<file path="src/rtl/conv33_window_if.sv">
// Pixel-stream in / 3x3-window out bundle between a raster source, conv33_window and the
// 3x3 convolution calculator.
interface conv33_window_if #(
    parameter int unsigned DATA_WIDTH = 8,
    parameter int unsigned IMG_W      = 28,
    parameter int unsigned IMG_H      = 28
);
    localparam int unsigned RW = $clog2(IMG_H);
    localparam int unsigned CW = $clog2(IMG_W);

    logic                         start;
    logic                         in_valid;
    logic signed [DATA_WIDTH-1:0] in_data;

    logic signed [DATA_WIDTH-1:0] data_0_0, data_0_1, data_0_2;
    logic signed [DATA_WIDTH-1:0] data_1_0, data_1_1, data_1_2;
    logic signed [DATA_WIDTH-1:0] data_2_0, data_2_1, data_2_2;
    logic                         conv33_en;
    logic [RW-1:0]                out_row;
    logic [CW-1:0]                out_col;
    logic                         frame_done;

    modport master (
        output start, in_valid, in_data,
        input  data_0_0, data_0_1, data_0_2, data_1_0, data_1_1, data_1_2,
        input  data_2_0, data_2_1, data_2_2, conv33_en, out_row, out_col, frame_done
    );

    modport slave (
        input  start, in_valid, in_data,
        output data_0_0, data_0_1, data_0_2, data_1_0, data_1_1, data_1_2,
        output data_2_0, data_2_1, data_2_2, conv33_en, out_row, out_col, frame_done
    );
endinterface

</file>
<file path="src/rtl/conv33_window.sv">
// Raster-to-3x3 sliding-window generator. Two line buffers hold rows r-1 and r-2; only
// fully populated (unpadded) windows are strobed on conv33_en.
module conv33_window #(
    parameter int unsigned DATA_WIDTH = 8,
    parameter int unsigned IMG_W      = 28,
    parameter int unsigned IMG_H      = 28
) (
    input logic            clk,
    input logic            rst,
    conv33_window_if.slave bus
);
    localparam int unsigned RW = $clog2(IMG_H);
    localparam int unsigned CW = $clog2(IMG_W);

    typedef logic signed [DATA_WIDTH-1:0] pix_t;

    logic [RW-1:0] row_q, row_d, row_cur;
    logic [CW-1:0] col_q, col_d, col_cur;
    logic          last_row, last_col;
    pix_t          lb0 [IMG_W];
    pix_t          lb1 [IMG_W];
    pix_t          lb0_rd, lb1_rd;
    pix_t          win_q [3][3];
    logic          en_q, en_d;
    logic          done_q, done_d;
    logic [RW-1:0] out_row_q;
    logic [CW-1:0] out_col_q;

    // start overrides the counters before this cycle's pixel is placed
    assign row_cur  = bus.start ? '0 : row_q;
    assign col_cur  = bus.start ? '0 : col_q;
    assign last_row = (row_cur == RW'(IMG_H - 1));
    assign last_col = (col_cur == CW'(IMG_W - 1));
    assign lb0_rd   = lb0[col_cur];
    assign lb1_rd   = lb1[col_cur];

    always_comb begin
        row_d  = row_cur;
        col_d  = col_cur;
        en_d   = 1'b0;
        done_d = 1'b0;
        if (bus.in_valid) begin
            en_d   = (row_cur >= RW'(2)) && (col_cur >= CW'(2));
            done_d = en_d && last_row && last_col;
            if (last_col) begin
                col_d = '0;
                row_d = last_row ? '0 : row_cur + RW'(1);
            end else begin
                col_d = col_cur + CW'(1);
            end
        end
    end

    always_ff @(posedge clk or negedge rst) begin
        if (!rst) begin
            row_q     <= '0;
            col_q     <= '0;
            en_q      <= 1'b0;
            done_q    <= 1'b0;
            out_row_q <= '0;
            out_col_q <= '0;
            for (int i = 0; i < 3; i++) begin
                for (int j = 0; j < 3; j++) begin
                    win_q[i][j] <= '0;
                end
            end
        end else begin
            row_q  <= row_d;
            col_q  <= col_d;
            en_q   <= en_d;
            done_q <= done_d;
            if (bus.in_valid) begin
                for (int i = 0; i < 3; i++) begin
                    win_q[i][0] <= win_q[i][1];
                    win_q[i][1] <= win_q[i][2];
                end
                win_q[0][2] <= lb1_rd;
                win_q[1][2] <= lb0_rd;
                win_q[2][2] <= bus.in_data;
                if (en_d) begin
                    out_row_q <= row_cur - RW'(2);
                    out_col_q <= col_cur - CW'(2);
                end
            end
        end
    end

    // Line buffer contents are don't-care after reset, so they carry no reset.
    always_ff @(posedge clk) begin
        if (bus.in_valid) begin
            lb1[col_cur] <= lb0_rd;
            lb0[col_cur] <= bus.in_data;
        end
    end

    assign bus.data_0_0   = win_q[0][0];
    assign bus.data_0_1   = win_q[0][1];
    assign bus.data_0_2   = win_q[0][2];
    assign bus.data_1_0   = win_q[1][0];
    assign bus.data_1_1   = win_q[1][1];
    assign bus.data_1_2   = win_q[1][2];
    assign bus.data_2_0   = win_q[2][0];
    assign bus.data_2_1   = win_q[2][1];
    assign bus.data_2_2   = win_q[2][2];
    assign bus.conv33_en  = en_q;
    assign bus.frame_done = done_q;
    assign bus.out_row    = out_row_q;
    assign bus.out_col    = out_col_q;
endmodule

</file>
<file path="src/flat_wrapper.sv">
// flat-port wrapper written by rule: the top's interface ports become plain ports
module conv33_window_flat 
#(
    parameter int unsigned DATA_WIDTH = 8,
    parameter int unsigned IMG_W      = 28,
    parameter int unsigned IMG_H      = 28
)
  (clk, rst, bus_start, bus_in_valid, bus_in_data, bus_data_0_0, bus_data_0_1, bus_data_0_2, bus_data_1_0, bus_data_1_1, bus_data_1_2, bus_data_2_0, bus_data_2_1, bus_data_2_2, bus_conv33_en, bus_out_row, bus_out_col, bus_frame_done);
  conv33_window_if #(.DATA_WIDTH(DATA_WIDTH), .IMG_W(IMG_W), .IMG_H(IMG_H)) bus_i ();
  input logic clk;
  input logic rst;
  input wire logic [$bits(bus_i.start)-1:0] bus_start;
  input wire logic [$bits(bus_i.in_valid)-1:0] bus_in_valid;
  input wire logic [$bits(bus_i.in_data)-1:0] bus_in_data;
  output wire logic [$bits(bus_i.data_0_0)-1:0] bus_data_0_0;
  output wire logic [$bits(bus_i.data_0_1)-1:0] bus_data_0_1;
  output wire logic [$bits(bus_i.data_0_2)-1:0] bus_data_0_2;
  output wire logic [$bits(bus_i.data_1_0)-1:0] bus_data_1_0;
  output wire logic [$bits(bus_i.data_1_1)-1:0] bus_data_1_1;
  output wire logic [$bits(bus_i.data_1_2)-1:0] bus_data_1_2;
  output wire logic [$bits(bus_i.data_2_0)-1:0] bus_data_2_0;
  output wire logic [$bits(bus_i.data_2_1)-1:0] bus_data_2_1;
  output wire logic [$bits(bus_i.data_2_2)-1:0] bus_data_2_2;
  output wire logic [$bits(bus_i.conv33_en)-1:0] bus_conv33_en;
  output wire logic [$bits(bus_i.out_row)-1:0] bus_out_row;
  output wire logic [$bits(bus_i.out_col)-1:0] bus_out_col;
  output wire logic [$bits(bus_i.frame_done)-1:0] bus_frame_done;
  assign bus_i.start = bus_start;
  assign bus_i.in_valid = bus_in_valid;
  assign bus_i.in_data = bus_in_data;
  assign bus_data_0_0 = bus_i.data_0_0;
  assign bus_data_0_1 = bus_i.data_0_1;
  assign bus_data_0_2 = bus_i.data_0_2;
  assign bus_data_1_0 = bus_i.data_1_0;
  assign bus_data_1_1 = bus_i.data_1_1;
  assign bus_data_1_2 = bus_i.data_1_2;
  assign bus_data_2_0 = bus_i.data_2_0;
  assign bus_data_2_1 = bus_i.data_2_1;
  assign bus_data_2_2 = bus_i.data_2_2;
  assign bus_conv33_en = bus_i.conv33_en;
  assign bus_out_row = bus_i.out_row;
  assign bus_out_col = bus_i.out_col;
  assign bus_frame_done = bus_i.frame_done;
  conv33_window #(.DATA_WIDTH(DATA_WIDTH), .IMG_W(IMG_W), .IMG_H(IMG_H)) u_core (.clk(clk), .rst(rst), .bus(bus_i));
endmodule
</file>
<file path="config.mk">
export PLATFORM = sky130hd
export DESIGN_NAME = conv33_window_flat
export DESIGN_NICKNAME = d
export VERILOG_FILES = /design/src/rtl/conv33_window_if.sv /design/src/rtl/conv33_window.sv /design/src/flat_wrapper.sv
export SDC_FILE = /design/constraint.sdc
export NUM_CORES = 1
export LEC_CHECK = 0
export CELL_PAD_IN_SITES_DETAIL_PLACEMENT = 1
export CELL_PAD_IN_SITES_GLOBAL_PLACEMENT = 2
export CORE_ASPECT_RATIO = 2
export CORE_UTILIZATION = 47
export CTS_BUF_LIST = sky130_fd_sc_hd__clkbuf_4 sky130_fd_sc_hd__clkbuf_8
export DETAILED_ROUTE_END_ITERATION = 8
export GPL_ROUTABILITY_DRIVEN = 0
export PLACE_DENSITY_LB_ADDON = 0.1
export SYNTH_ARGS = -nofsm -noshare
export SYNTH_HDL_FRONTEND = slang
export SYNTH_SLANG_ARGS = --single-unit
</file>
<file path="constraint.sdc">
create_clock -name clk -period 3.3 [get_ports clk]
set_clock_uncertainty 0.05 [all_clocks]
set_input_delay 0.66 -clock clk [delete_from_list [all_inputs] [get_ports clk]]
set_output_delay 0.66 -clock clk [all_outputs]
set_load 0.02 [all_outputs]
</file>
; ---- Word-level counts from Yosys, hierarchy flattened
; Memory sizes are Yosys's and may differ from the RTL's. A register that Yosys moved wholly into a read port is not among the register bits.
; Cells that the tools add are included.
[totals]
reg_bits = 86
mem_bits_rw = 448
inputBits = 12
elab_cells = 40
n_memories = 2
[mem_list]
columns = memory, words, width, rd, rd_clocked_by_memory_dff, wr, line
row1 = u_core.lb0, 28, 8, 1, 0, 1, conv33_window.sv:20  ; pix_t lb0 [IMG_W];
row2 = u_core.lb1, 28, 8, 1, 1, 1, conv33_window.sv:21  ; pix_t lb1 [IMG_W];
[op_classes]
n_addsub = 4
magnitude_cmp = 2
n_eq_ne = 2
muxes = 11
n_reduce_logical = 5
[ops]
columns = cell, n
row1 = 5-bit 2-to-1 mux, 7
row2 = "5-bit by 1-bit adder with 5-bit output, second input constant", 2
row3 = "5-bit == test, second input constant", 2
row4 = "5-bit by 2-bit greater-or-equal comparator with 1-bit output, second input constant", 2
row5 = "5-bit by 2-bit subtractor with 5-bit output, second input constant", 2
row6 = 1-bit 2-to-1 mux, 4
row7 = 1-bit logical AND, 3
row8 = 2-bit AND reduction, 1
row9 = 1-bit zero test, 1

; ---- Depth between registers and ports, before layout
; Gate-level depths: netlist of run 1.
[depth]
word_depth = 6
ltp_mapped = 10
depth_no_buf = 8

; ---- Worst setup path before layout of run 1
; OpenSTA, ideal clock, no wires.
[synth_path]
path_type = input port to flip-flop
startpoint = in bus_start
endpoint = mem u_core.lb0[11][0] (netlist name), enable pin
setup_time_ps = 409
arrival_time_ps = 2717
required_time_ps = 2841
setup_slack_ps = 124
stages = 7
n_path_buf = 2
path_cell_list = buf_6 > nand2b_1 > inv_1 > buf_2 > ha_1 > nand2_2 > nor3_1
[synth_between]
elab_chain_len = 1
[synth_rtl]
columns = item, line
row1 = start: declaration, flat_wrapper.sv:12  ; input wire logic [$bits(bus_i.start)-1:0] bus_start;
row2 = 5-bit 2-to-1 mux, conv33_window.sv:31  ; assign col_cur = bus.start ? '0 : col_q;
row3 = net u_core.col_cur[0], conv33_window.sv:18  ; logic [CW-1:0] col_q, col_d, col_cur;
row4 = end: declaration, conv33_window.sv:20
; The timed path passes the listed nets, and every way through them passes these cells.

; ---- Final worst setup path of run 1
[layout_path]
startpoint = reg u_core.col_q[0]
endpoint = mem u_core.lb1[24][6] (netlist name), data pin
[layout_between]
elab_chain_len = 2
[layout_rtl]
columns = item, line
row1 = start: declaration, conv33_window.sv:18
row2 = start signal: assignment, conv33_window.sv:69  ; col_q <= col_d;
row3 = 5-bit 2-to-1 mux, conv33_window.sv:31
row4 = memory read 28 x 8 bit, -
row5 = net u_core.lb0_rd[6], conv33_window.sv:22  ; pix_t lb0_rd, lb1_rd;
row6 = end: declaration, conv33_window.sv:21
; The timed path passes the listed nets, and every way through them passes these cells.

==> flow_summary.json, run 1 <==
{
  "most-common-layout-cells": "448 x edfxtp_1, 128 x buf_4, 92 x clkdlybuf4s50_1, 91 x dfrtp_1, 81 x clkbuf_8",
  "maxCapViolations": 0,
  "synthArstFlopShare_pct": 17.3,
  "clockBufferDepth": 3,
  "clk_pin_slew_worst_paths_ns": 0.07,
  "via_per_inst": 6.07,
  "clockRootBuffer": "clkbuf_8",
  "grt_antenna_before_repair": 1,
  "worst_setup_path_end_kind": "register",
  "tns_ns": 0,
  "synth.avg_cell_area_sq_um": 16.2,
  "synthCells": 1344,
  "syn-num-nets": 1362,
  "critPathRequiredTime_ns": 3.59,
  "grt_pass1_vias": 13968,
  "hold_violations": 0,
  "vias": 13269,
  "fp-row-count": 111,
  "cts_setup_buffers": 0,
  "setup_violations": 0,
  "dieArea_sq_um": 47200,
  "drv_slew": 0,
  "die_w_um": 154,
  "synth_edf_count": 448,
  "drtIter0Drc": 996,
  "p_leak_nw": 8.85,
  "postCtsResizedCells": 0,
  "slew_headroom_pct": 28.6,
  "route.detailed.drc": 0,
  "grt_usage_pct": 28.8,
  "post-route-period-util_pct": 87.9,
  "grt_first_pass_wirelength_mm": 96.1,
  "syn_to_final_growth_pct": 17.6,
  "core_area_sq_um": 45700,
  "cts_tree": "done",
  "numCtsBuffers": 74,
  "status": "complete, no violations",
  "post-route-util_pct": 56.0,
  "fillers": 4265,
  "postCtsHoldBufs": 0,
  "start_util_pct": 47.6,
  "clock_latency_ns": 0.66,
  "yosysWarnings": 0,
  "yosysUniqueCellTypes": 81,
  "drt.antenna.violating_nets": 0,
  "synth_seq_cells": 542,
  "drive_gt1_share_pct": 24.6,
  "port_buffers": 95,
  "fmax_ghz": 0.345,
  "syn-cell-area_sq_um": 21800,
  "cp_max_fo": 38,
  "fin_hold_ws_ns": 0.0343,
  "arrival_ns": 3.19,
  "min_period_ns": 2.90,
  "hold_path.class": "primary input to async pin",
  "wl_mm": 65.9,
  "ys.flop_type": "edfxtp_1",
  "nNetsFinal": 1581,
  "seq_area_frac_synth_pct": 72.6,
  "dr.pass1.iters": 5,
  "final_common_cell": "edfxtp_1",
  "start_kind": "register",
  "grt_setup_unrepaired": "false",
  "fp.dieH_um": 306,
  "peakVddDrop_mv": 0.373,
  "dp.final_hpwl_mm": 44.9,
  "power_density_nw_per_um2": 596,
  "cts_sinks": 542,
  "p_total_mw": 15.3,
  "htreeDepth": 3,
  "grt_start_max_net_pins": 51,
  "crit_type": "register to register",
  "worstMarginPinSlew_ns": 1.07,
  "overflow": 0,
  "post_drt_wl_per_cell_um": 30.1,
  "num_io_pins": 96
}
==> stage by stage <==
stage                     std cells  worst slack, ns  instance area, sq um
after global routing           2187            0.292                 25600
final                          2187            0.398                 25600
after floorplan                1344            0.124                 21800
after CTS                      2186            0.418                 25600
after detailed placement       2052            0.194                 24100
after global placement         2052            0.196                 24100
==> cells in the mapped netlist, types with 5 or more instances <==
cell type | number | area share [%]
a311oi_1 | 7 | 0.28
nand2b_1 | 19 | 0.55
o32a_1 | 8 | 0.37
nand2_1 | 61 | 1.1
o221a_2 | 5 | 0.26
buf_2 | 42 | 0.97
a222oi_1 | 11 | 0.51
o211ai_1 | 5 | 0.17
inv_1 | 7 | 0.12
buf_4 | 22 | 0.76
nor2b_1 | 22 | 0.63
o21ai_0 | 33 | 0.76
mux4_2 | 14 | 1.4
o22ai_1 | 8 | 0.23
mux2i_1 | 74 | 3.4
o221ai_1 | 32 | 1.3
xnor2_1 | 6 | 0.24
clkbuf_1 | 13 | 0.22
nor3_1 | 20 | 0.46
edfxtp_1 | 448 | 62
dfrtp_1 | 94 | 11
a21oi_1 | 60 | 1.4
o32ai_1 | 7 | 0.28
nand3b_1 | 17 | 0.59
mux2_2 | 79 | 4.1
a211oi_1 | 15 | 0.52
nand3_1 | 10 | 0.23
ha_1 | 6 | 0.34
a221oi_1 | 6 | 0.24
nor3b_1 | 18 | 0.62
nor2_1 | 70 | 1.2
buf_1 | 8 | 0.14
a31oi_1 | 17 | 0.49
==> kinds of logic after synthesis <==
group / Yosys count / synth area share, %
flops: 542 / 72.6
simple gates: 267 / 6.85
compound gates: 254 / 8.46
mux: 168 / 8.99
buf+inv: 99 / 2.43
xor+xnor: 8 / 0.322
fa+ha+maj: 6 / 0.345
==> critical path: stages, from the launching register on <==
cell,delay [ns]
dfrtp_4,0.56
buf_12,0.25
buf_12,0.28
nor2b_1,0.08
a31oi_1,0.16
o221ai_1,0.26
a222oi_1,0.49
nand2_1,0.13
buf_4,0.26
==> final cells by class <==
class                           count  area, sq um  area share [%]
Sequential cell                   542        15800            61.8
Tap cell                          565          707            2.76
Timing Repair Buffer              231         2100            8.21
Antenna cell                        1         2.50         0.00977
Multi-Input combinational cell    703         5480            21.4
Clock inverter                     27          148           0.577
Clock buffer                      107         1310            5.12
Inverter                           11         41.3           0.161
==> layer usage <==
layer	vias up	routed length, um	global-route usage [%]
met5	-	0	0
met4	0	2710	13.3
met3	122	2990	3.79
met2	458	35600	52.5
met1	6961	24600	33.2
li1	5728	-	-
==> flip-flops by register name, summed over array words and instances, names as in the netlist, 8 cells and up <==
name	cells
u_core.lb1	224
u_core.bus.data_0_1	8
u_core.bus.data_1_1	8
u_core.bus.data_2_0	8
u_core.bus.data_1_2	8
u_core.bus.data_2_1	8
u_core.bus.data_0_0	8
u_core.bus.data_2_2	8
u_core.bus.data_0_2	8
u_core.bus.data_1_0	8
u_core.lb0	224
==> power breakdown <==
part | switching [mW] | total, mW | leakage, nW | internal [mW]
combinational | 1.33 | 2.23 | 2.92 | 0.903
clock | 2.48 | 5.11 | 0.777 | 2.63
sequential | 0.166 | 7.93 | 5.16 | 7.76
==> worst paths after layout <==
kind / start / to / slack (ns) / depth (start not counted)
hold / removal: rst / u_core.bus.data_0_1[3] / 0.03 / 1
max in group asynchronous: rst / u_core.bus.data_2_0[3] / 2.46 / 2
hold reg to reg: u_core.bus.out_row[4] / u_core.bus.out_row[4] / 0.43 / 2
setup / recovery: u_core.col_q[0] / u_core.lb1[24][6] / 0.40 / 8
min in group clk: bus_in_valid / u_core.bus.data_1_2[2] / 0.39 / 2
setup reg to reg: u_core.col_q[0] / u_core.lb1[24][6] / 0.40 / 8
(Power assumes the default switching activity.)
==> run 2: changes to the inputs <==
- REMOVE_ABC_BUFFERS: not set -> 1
==> run 2 against run 1 <==
Highest routed layer unchanged. Global-route usage fell by 0.35 points. Cell count rose by 0.50%. Via count fell by 0.20%. First-iteration DRC count rose by 5.6%. Setup slack got worse by 0.24 ns. Count of clock-buffer cells in the layout rose by 3. Power rose by 2.0%. Wire length fell by 0.98%. Register-to-register slack got worse by 0.24 ns.
==> flow_summary.json, run 2 (synthesis results as in run 1) <==
{
  "status": "complete, no violations",
  "grt_start_max_net_pins": 63,
  "vias": 13243,
  "drtIter0Drc": 1052,
  "dr.pass1.iters": 5,
  "critPathRequiredTime_ns": 3.62,
  "post-route-util_pct": 56.5,
  "fp.dieH_um": 306,
  "hold_violations": 0,
  "cp_max_fo": 39,
  "htreeDepth": 3,
  "maxCapViolations": 0,
  "most-common-layout-cells": "448 x edfxtp_1, 127 x buf_4, 92 x clkdlybuf4s50_1, 91 x dfrtp_1, 86 x clkbuf_8",
  "largestRegisters": "u_core.lb0 x224, u_core.lb1 x224",
  "worstMarginPinSlew_ns": 1.08,
  "nNetsFinal": 1588,
  "reg2reg_slack_ns": 0.16,
  "grt_first_pass_wirelength_mm": 95.4,
  "numCtsBuffers": 77,
  "fp-row-count": 111,
  "start_util_pct": 47.6,
  "cts_sinks": 542,
  "arrival_ns": 3.46,
  "post-place-ws_ns": 0.169,
  "final_common_cell": "edfxtp_1",
  "cts_setup_buffers": 0,
  "fin_cells": 2198,
  "dieArea_sq_um": 47200,
  "grt_usage_pct": 28.4,
  "setup_violations": 0,
  "dp.final_hpwl_mm": 44.4,
  "core_area_sq_um": 45700,
  "tns_ns": 0,
  "peakVddDrop_mv": 0.360,
  "die_w_um": 154,
  "fin_area_sq_um": 25800,
  "grt_pass1_vias": 14062,
  "post-route-period-util_pct": 95.1,
  "route.detailed.drc": 0,
  "hold_path.class": "primary input to async pin",
  "post_drt_wl_per_cell_um": 29.7,
  "port_buffers": 95,
  "min_period_ns": 3.14,
  "fmax_ghz": 0.319,
  "power_density_nw_per_um2": 603,
  "place_inst": 2056,
  "fin_hold_ws_ns": 0.0114,
  "drv_slew": 0,
  "syn_to_final_growth_pct": 18.6,
  "worst_slack_ns": 0.163,
  "grt_antenna_before_repair": 1,
  "p_leak_nw": 8.96,
  "slew_headroom_pct": 27.5,
  "grt_setup_unrepaired": "false",
  "via_per_inst": 6.03,
  "crit_type": "register to register",
  "p_total_mw": 15.6,
  "clk_pin_slew_worst_paths_ns": 0.06,
  "start_kind": "register",
  "overflow": 0,
  "placed_area_sq_um": 24200,
  "clock_latency_ns": 0.65,
  "drt.antenna.violating_nets": 0,
  "cts_tree": "done",
  "drive_gt1_share_pct": 25.1,
  "clockBufferDepth": 3,
  "worst_setup_path_end_kind": "register",
  "num_io_pins": 96,
  "clockRootBuffer": "clkbuf_8",
  "fillers": 4264,
  "wl_mm": 65.3
}
-- run 2: changes by cell type in the layout (fill, tap and decap cells not counted), sizes merged --
cell    change
buf         +4
clkbuf      +3
inv         +3
bufinv      +1
-- run 2: layout make-up --
| cell class | count | area [sq um] | area share (%) |
|---|---|---|---|
| tap | 565 | 707 | 2.74 |
| clock inverter | 31 | 218 | 0.843 |
| clock buffer | 110 | 1360 | 5.28 |
| multi-input combinational | 703 | 5480 | 21.2 |
| sequential | 542 | 15800 | 61.2 |
| timing repair buffer | 235 | 2190 | 8.50 |
| inverter | 11 | 41.3 | 0.160 |
| antenna | 1 | 2.50 | 0.00969 |
-- run 2: worst max-delay path: stages, from the launching register on --
cell and delay, ns:
dfrtp_4 0.64, buf_12 0.27, mux2i_1 0.39, o32ai_1 0.15, a2111oi_2 0.47, o22ai_1 0.15, or3_1 0.47, buf_12 0.22
-- run 2: final timing paths --
check                      depth (start not counted)                      to                  start
min                                                1         u_core.col_q[0]                    rst
min reg2reg                                        2   u_core.bus.out_col[3]  u_core.bus.out_col[3]
min in group clk                                   2   u_core.bus.out_col[3]  u_core.bus.out_col[3]
max                                                7       u_core.lb1[27][0]        u_core.col_q[0]
max reg2reg                                        7       u_core.lb1[27][0]        u_core.col_q[0]
max in group asynchronous                          2  u_core.bus.data_0_1[4]                    rst
-- run 2: power breakdown --
part	switching [mW]	total (mW)	leakage, nW	internal, mW
Clock	2.57	5.41	0.836	2.85
Combinational	1.30	2.22	2.96	0.927
Sequential	0.181	7.94	5.16	7.76
Total	4.05	15.6	8.96	11.5
-- run 2: layer usage --
metal / up-vias / track usage (%) / part of all wire (%)
met1: 6855 / 33.8 / 38
li1: 5748 / - / -
met3: 149 / 4.24 / 5.1
met5: - / 0 / 0
met4: 0 / 14.7 / 5.0
met2: 491 / 49.6 / 52
-- run 2: what timing repair did --
action / in CTS / in global routing
setup endpoints to repair: 0 / 13
hold buffers: 0 / 0
resized for setup: 0 / 1
==> RTL edit 1: new RTL, flow settings as in run 2 <==
`IMG_W` is set to 28 in 3 places; all go to 20.
--- a/src/rtl/conv33_window_if.sv
+++ b/src/rtl/conv33_window_if.sv
@@ -4,3 +4,3 @@
     parameter int unsigned DATA_WIDTH = 8,
-    parameter int unsigned IMG_W      = 28,
+    parameter int unsigned IMG_W      = 20,
     parameter int unsigned IMG_H      = 28
--- a/src/rtl/conv33_window.sv
+++ b/src/rtl/conv33_window.sv
@@ -4,3 +4,3 @@
     parameter int unsigned DATA_WIDTH = 8,
-    parameter int unsigned IMG_W      = 28,
+    parameter int unsigned IMG_W      = 20,
     parameter int unsigned IMG_H      = 28
--- a/src/flat_wrapper.sv
+++ b/src/flat_wrapper.sv
@@ -4,3 +4,3 @@
     parameter int unsigned DATA_WIDTH = 8,
-    parameter int unsigned IMG_W      = 28,
+    parameter int unsigned IMG_W      = 20,
     parameter int unsigned IMG_H      = 28
Check against the original RTL: same outputs for any inputs over 4 cycles, from zero or initial values and one cycle with rst low; that may be too few to reach the edited logic, so the function may still have changed.
==> RTL edit 1 against run 2 <==
Sequential cell count decreased by 128; final cell count decreased by 25%; area after synthesis decreased by 25%; non-clock buffer count decreased by 53; critical path depth decreased by 3; cell area decreased by 25%; power decreased by 24%; setup slack improved by 57 ps; routed wire length decreased by 34%; critical path type unchanged; largest cell class unchanged.
==> RTL edit 1: results (changes against run 2) <==
| Metric | Value |
|---|---|
| Post-synth top flop | edfxtp_1 (unchanged) |
| Met3 Track Usage GR | 0.02888 (was 0.04240) |
| Delay-heaviest family, CP | simple AND/OR/NAND/NOR gates (was compound AO/OA/AOI/OAI gates) |
| Leak | 6.828 nW (was 8.959 nW) |
| Area of the multi-input gates | 0.004005 mm² (was 0.005479 mm²) |
| Count of different cell masters after synthesis | 57 (was 81) |
| Worst-Skew Late Latency | 630 ps (was 650 ps) |
| Dpl hpwl | 28540 µm (was 44370 µm) |
| Clock tree buffer depth | 3 (unchanged) |
| FFs w/ async S/R, synth | 0.2271 (was 0.1734) |
| Worst Path Arrival | 3350 ps (was 3460 ps) |
| Layout cells sized above 1 | 0.2594 (was 0.2506) |
| Most frequent cells after synthesis | edfxtp_1 (320), dfrtp_1 (94), mux2_2 (79), mux2i_1 (68), nor2_1 (61) (was edfxtp_1 (448), dfrtp_1 (94), mux2_2 (79), mux2i_1 (74), nor2_1 (70)) |
| Post-synth EDFFs | 320 (was 448) |
| Final #Nets | 1171 (was 1588) |
| Reg2reg end | u_core.lb1[16][6] (was u_core.lb1[27][0]) |
| Reg2reg setup slack | 220 ps (was 160 ps) |
| Sequential-to-total area share from yosys stat | 0.7362 (was 0.7261) |
| CTS resizes | 0 (unchanged) |
| Root buffer cell | clkbuf_8 (unchanged) |
| Total GRT Usage | 0.2543 (was 0.2841) |
| Grt peak-use layer | met2 (unchanged) |
| # fillers | 3170 (was 4264) |
| Max incr delay on CP | 830 ps (was 640 ps) |
| Global-route wire length before repair | 64790 µm (was 95370 µm) |
| Pin count of the biggest net entering global routing | 50 (was 63) |
| Clock transition at path regs | 80 ps (was 60 ps) |
| Top flop regs | u_core.lb0: 160 flops, u_core.lb1: 160 flops (was u_core.lb0: 224 flops, u_core.lb1: 224 flops) |
| Met2 GRT Util | 0.4802 (was 0.4964) |
| Setup repair bufs after CTS | 0 (unchanged) |
| DR iter-0 viols | 486 (was 1052) |
| I/O Buffers | 95 (unchanged) |
| Pre-CTS setup slack | 189.7 ps (was 169.2 ps) |
| First-pass DRT Iterations | 5 (unchanged) |
| Ys Warns | 0 (unchanged) |
| Slowest stage cell on the critical path | nor2_1 (was dfrtp_4) |
| Top post-synthesis cells by area | edfxtp_1 (59%), dfrtp_1 (14%), mux2_2 (5.5%) (was edfxtp_1 (62%), dfrtp_1 (11%), mux2_2 (4.1%)) |
| Via density per instance | 5.729 (was 6.025) |
| Status | complete, no violations (unchanged) |
| Worst R2R Path Depth | 4 (was 7) |
| Vias in the first global route | 10210 (was 14060) |
| Total wire length | 43350 µm (was 65290 µm) |
| Slew @ Worst Pin | 1317 ps (was 1084 ps) |
| Met1 usage | 0.2731 (was 0.3384) |
| Num CTS Buffers | 55 (was 77) |
| Min-Delay Path Class | input pin to async pin (unchanged) |
| Critical R2R Launch | u_core.col_q[1] (was u_core.col_q[0]) |
| Final Max Tran Viols | 0 (unchanged) |
| Antenna violations before repair | 1 (unchanged) |
| CP Max Fanout | 26 (was 39) |
| Peak supply drop | 369.1 µV (was 359.9 µV) |
| CTS H-tree depth | 2 (was 3) |
==> RTL edit 1: cell type report <==
cell class,count,area share
Sequential cell,414,0.6159
Multi-Input combinational cell,496,0.2061
Timing Repair Buffer,182,0.08912
Clock buffer,88,0.05364
Tap cell,441,0.02840
Clock inverter,14,0.004958
Inverter,9,0.001739
Antenna cell,1,0.0001288
==> RTL edit 1: worst max-delay path by stage <==
stage                     slack [ps]  cells past startpoint       startpoint           endpoint
after floorplan                -2840                      3  u_core.col_q[0]   u_core.lb0[7][0]
after detailed placement         190                      6        bus_start   u_core.lb1[9][6]
after global routing              60                      4  u_core.col_q[1]  u_core.lb1[11][6]
after CTS                        220                      4  u_core.col_q[1]  u_core.lb1[11][6]
after global placement           320                      6        bus_start   u_core.lb1[8][6]
final                            220                      4  u_core.col_q[1]  u_core.lb1[16][6]
==> RTL edit 1: power breakdown <==
group / internal (mW) / switching [mW]
combinational: 0.800 / 0.922
clock: 2.08 / 1.89
sequential: 5.94 / 0.189
total: 8.82 / 3.00
==> RTL edit 1: metrics by stage <==
stage | util | cells | area [µm²] | hold WS, ps
after floorplan | - | 919 | 15960 | 314.4
after global placement | 0.5361 | 1542 | 18290 | 410.0
after detailed placement | 0.5361 | 1542 | 18290 | 420.6
after CTS | 0.5695 | 1644 | 19430 | 7.622
after global routing | 0.5696 | 1645 | 19430 | 69.16
final | 0.5696 | 1645 | 19430 | 20.82
==> RTL edit 1: worst reg2reg max path, stage by stage, from the launching register on <==
cell     delay (ps)
dfrtp_2         670
nor2_1          830
a21oi_1         310
o21ai_0         360
or3_1           550
==> RTL edit 1: cell families (layout without fill, tap and decap cells) <==
logic type      Yosys count  in the layout  synth area share
simple gates            190            190           0.05630
other cells               0              1                 0
flops                   414            414            0.7362
mux                     170            170            0.1285
buf+inv                  66            293           0.01979
compound gates          128            128           0.05460
fa+ha+maj                 1              1         0.0007700
xor+xnor                  7              7          0.003774
==> RTL edit 1: per-layer routing <==
| layer | up-vias | routed length, µm |
|---|---|---|
| met1 | 4874 | 15090 |
| li1 | 4139 | - |
| met2 | 305 | 24220 |
| met4 | 0 | 2316 |
| met5 | - | 0 |
| met3 | 106 | 1720 |
==> RTL edit 2: new RTL, config.mk and constraints of run 2 <==
Without the edit above. Make the reset (`rst`) synchronous in one clocked block.
--- a/src/rtl/conv33_window.sv
+++ b/src/rtl/conv33_window.sv
@@ -53,3 +53,3 @@
 
-    always_ff @(posedge clk or negedge rst) begin
+    always_ff @(posedge clk) begin
         if (!rst) begin
Function: differs if rst is asserted again (counterexample within 4 cycles, from zero or initial values and one cycle with rst low); with rst held inactive, the same outputs for 4 cycles.
==> RTL edit 2 against run 2 <==
Hold slack gained 410 ps; area after synthesis grew 0.53%; cell area shrank 0.59%; routed wire length shrank 6.0%; via count shrank 3.7%; die area grew 0.53%; sequential cell count is the same; setup slack gained 170 ps; critical path type unchanged; largest cell class unchanged.
Power is not compared: it rests on default switching activity, and its combinational part moved more than twofold at a synthesized area within 25%.
==> RTL edit 2: results (changes against run 2) <==
| Metric | Value |
|---|---|
| Reg2reg setup slack | 330 ps (was 160 ps) |
| Clock transition at path regs | 70 ps |
| Critical R2R Launch | u_core.col_q[0] (unchanged) |
| Hold_sp | bus_in_valid |
| Max incr delay on CP | 670 ps (was 640 ps) |
| Slowest stage cell on the critical path | dfxtp_4 (was dfrtp_4) |
| M1 WL | 22790 µm (was 24590 µm) |
| Hold depth | 3 |
| Setup repair bufs after CTS | 0 (unchanged) |
| Worst Path Arrival | 3290 ps (was 3460 ps) |
| Status | complete, no violations (unchanged) |
| Post-synth top flop | edfxtp_1 (unchanged) |
| Pre-CTS setup slack | 206.5 ps (was 169.2 ps) |
| FFs w/ async S/R, synth | 0 (was 0.1734) |
| Pwr dens | 537.0 mW/mm² |
| DR WL met2 | 33940 µm (was 34060 µm) |
| CP Max Fanout | 68 (was 39) |
| Top flop regs | u_core.lb0: 224 flops, u_core.lb1: 224 flops, u_core.win_q: 72 flops (was u_core.lb0: 224 flops, u_core.lb1: 224 flops) |
| CTS H-tree depth | 3 (unchanged) |
| CTS resizes | 0 (unchanged) |
| Seq power | 7.72 mW |
| Final #Nets | 1537 (was 1588) |
| Vias in the first global route | 13670 (was 14060) |
| Clock Power Share | 0.372 |
| Hold slack final | 425.0 ps (was 11.38 ps) |
| Layout cells sized above 1 | 0.2146 (was 0.2506) |
| Worst R2R Path Depth | 5 (was 7) |
| Root buffer cell | clkbuf_8 (unchanged) |
| Sequential-to-total area share from yosys stat | 0.7337 (was 0.7261) |
| Via density per instance | 5.941 (was 6.025) |
| Top post-synthesis cells by area | edfxtp_1 (71%), mux2i_1 (4.2%), mux4_2 (2.6%) (was edfxtp_1 (62%), dfrtp_1 (11%), mux2_2 (4.1%)) |
| Num CTS Buffers | 79 (was 77) |
| Count of different cell masters after synthesis | 79 (was 81) |
| Sw Share | 0.2291 |
| Pin count of the biggest net entering global routing | 69 (was 63) |
| Clock tree buffer depth | 3 (unchanged) |
| Reg2reg end | u_core.win_q[0][1] (was u_core.lb1[27][0]) |
| Total wire length | 61380 µm (was 65290 µm) |
| Dpl hpwl | 41820 µm (was 44370 µm) |
| Total GRT Usage | 0.2669 (was 0.2841) |
| Hold EP | u_core.col_q[2] |
| Min-Delay Path Class | input pin to register (was input pin to async pin) |
| Most frequent cells after synthesis | edfxtp_1 (520), mux2i_1 (91), nor2_1 (57), and3_1 (56), a21oi_1 (46) (was edfxtp_1 (448), dfrtp_1 (94), mux2_2 (79), mux2i_1 (74), nor2_1 (70)) |
| Ys Warns | 0 (unchanged) |
| Antenna violations before repair | 1 (unchanged) |
| Worst-Skew Late Latency | 680 ps (was 650 ps) |
| Peak supply drop | 362.6 µV |
| Global-route wire length before repair | 90090 µm (was 95370 µm) |
| Met3 wire length | 2401 µm (was 3358 µm) |
| Post-synth EDFFs | 520 (was 448) |
| DR iter-0 viols | 751 (was 1052) |
| Slew @ Worst Pin | 1004 ps (was 1084 ps) |
| Leak | 8.707 nW |
## RTL edit 2: cell type report
class,instances,area (µm²)
Antenna cell,1,2.502
Clock buffer,106,1321
Clock inverter,32,142.6
Fill cell,4238,20160
Inverter,6,22.52
Multi-Input combinational cell,670,5251
Sequential cell,542,16060
Tap cell,565,706.9
Timing Repair Buffer,224,2157
## RTL edit 2: cell families (layout without fill, tap and decap cells)
kind of cell	count (synthesis)	in the layout	synth area share
flops	542	542	0.7337
simple gates	294	294	0.07610
compound gates	220	220	0.07507
mux	146	146	0.08365
buf+inv	94	368	0.02716
xor+xnor	8	8	0.003202
fa+ha+maj	2	2	0.001143
other cells	0	1	0
## RTL edit 2: worst max-delay path by stage
stage,start,end,slack (ps),cells past startpoint
3_5_place_dp,bus_start,u_core.lb0[26][3],210,7
2_1_floorplan,u_core.col_q[0],u_core.row_q[3],-5040,7
6_report,u_core.col_q[0],u_core.win_q[0][1],330,5
5_1_grt,u_core.col_q[0],u_core.row_q[3],230,8
4_1_cts,u_core.col_q[0],u_core.win_q[0][6],350,5
3_3_place_gp,bus_start,u_core.lb0[26][4],220,7
## RTL edit 2: per-layer routing
layer	vias up	track usage
met1	6597	0.2934
met5	-	0
met3	118	0.03734
met2	389	0.5057
met4	0	0.1140
li1	5646	-
## RTL edit 2: per-stage QoR
stage	instances	setup TNS, ps	utilization	instance area (µm²)
2_1_floorplan	1218	-2752390	-	21310
3_3_place_gp	2007	0	0.5281	24200
3_5_place_dp	2007	0	0.5281	24200
4_1_cts	2145	0	0.5600	25670
5_1_grt	2146	0	0.5601	25670
6_report	2146	0	0.5601	25670
## RTL edit 2: worst max-delay path, delay by kind of cell, from the launching register on
kind            cells  cell delay, ps
compound gates      3             910
buf+inv             1             410
mux                 1             570
flops               1             670
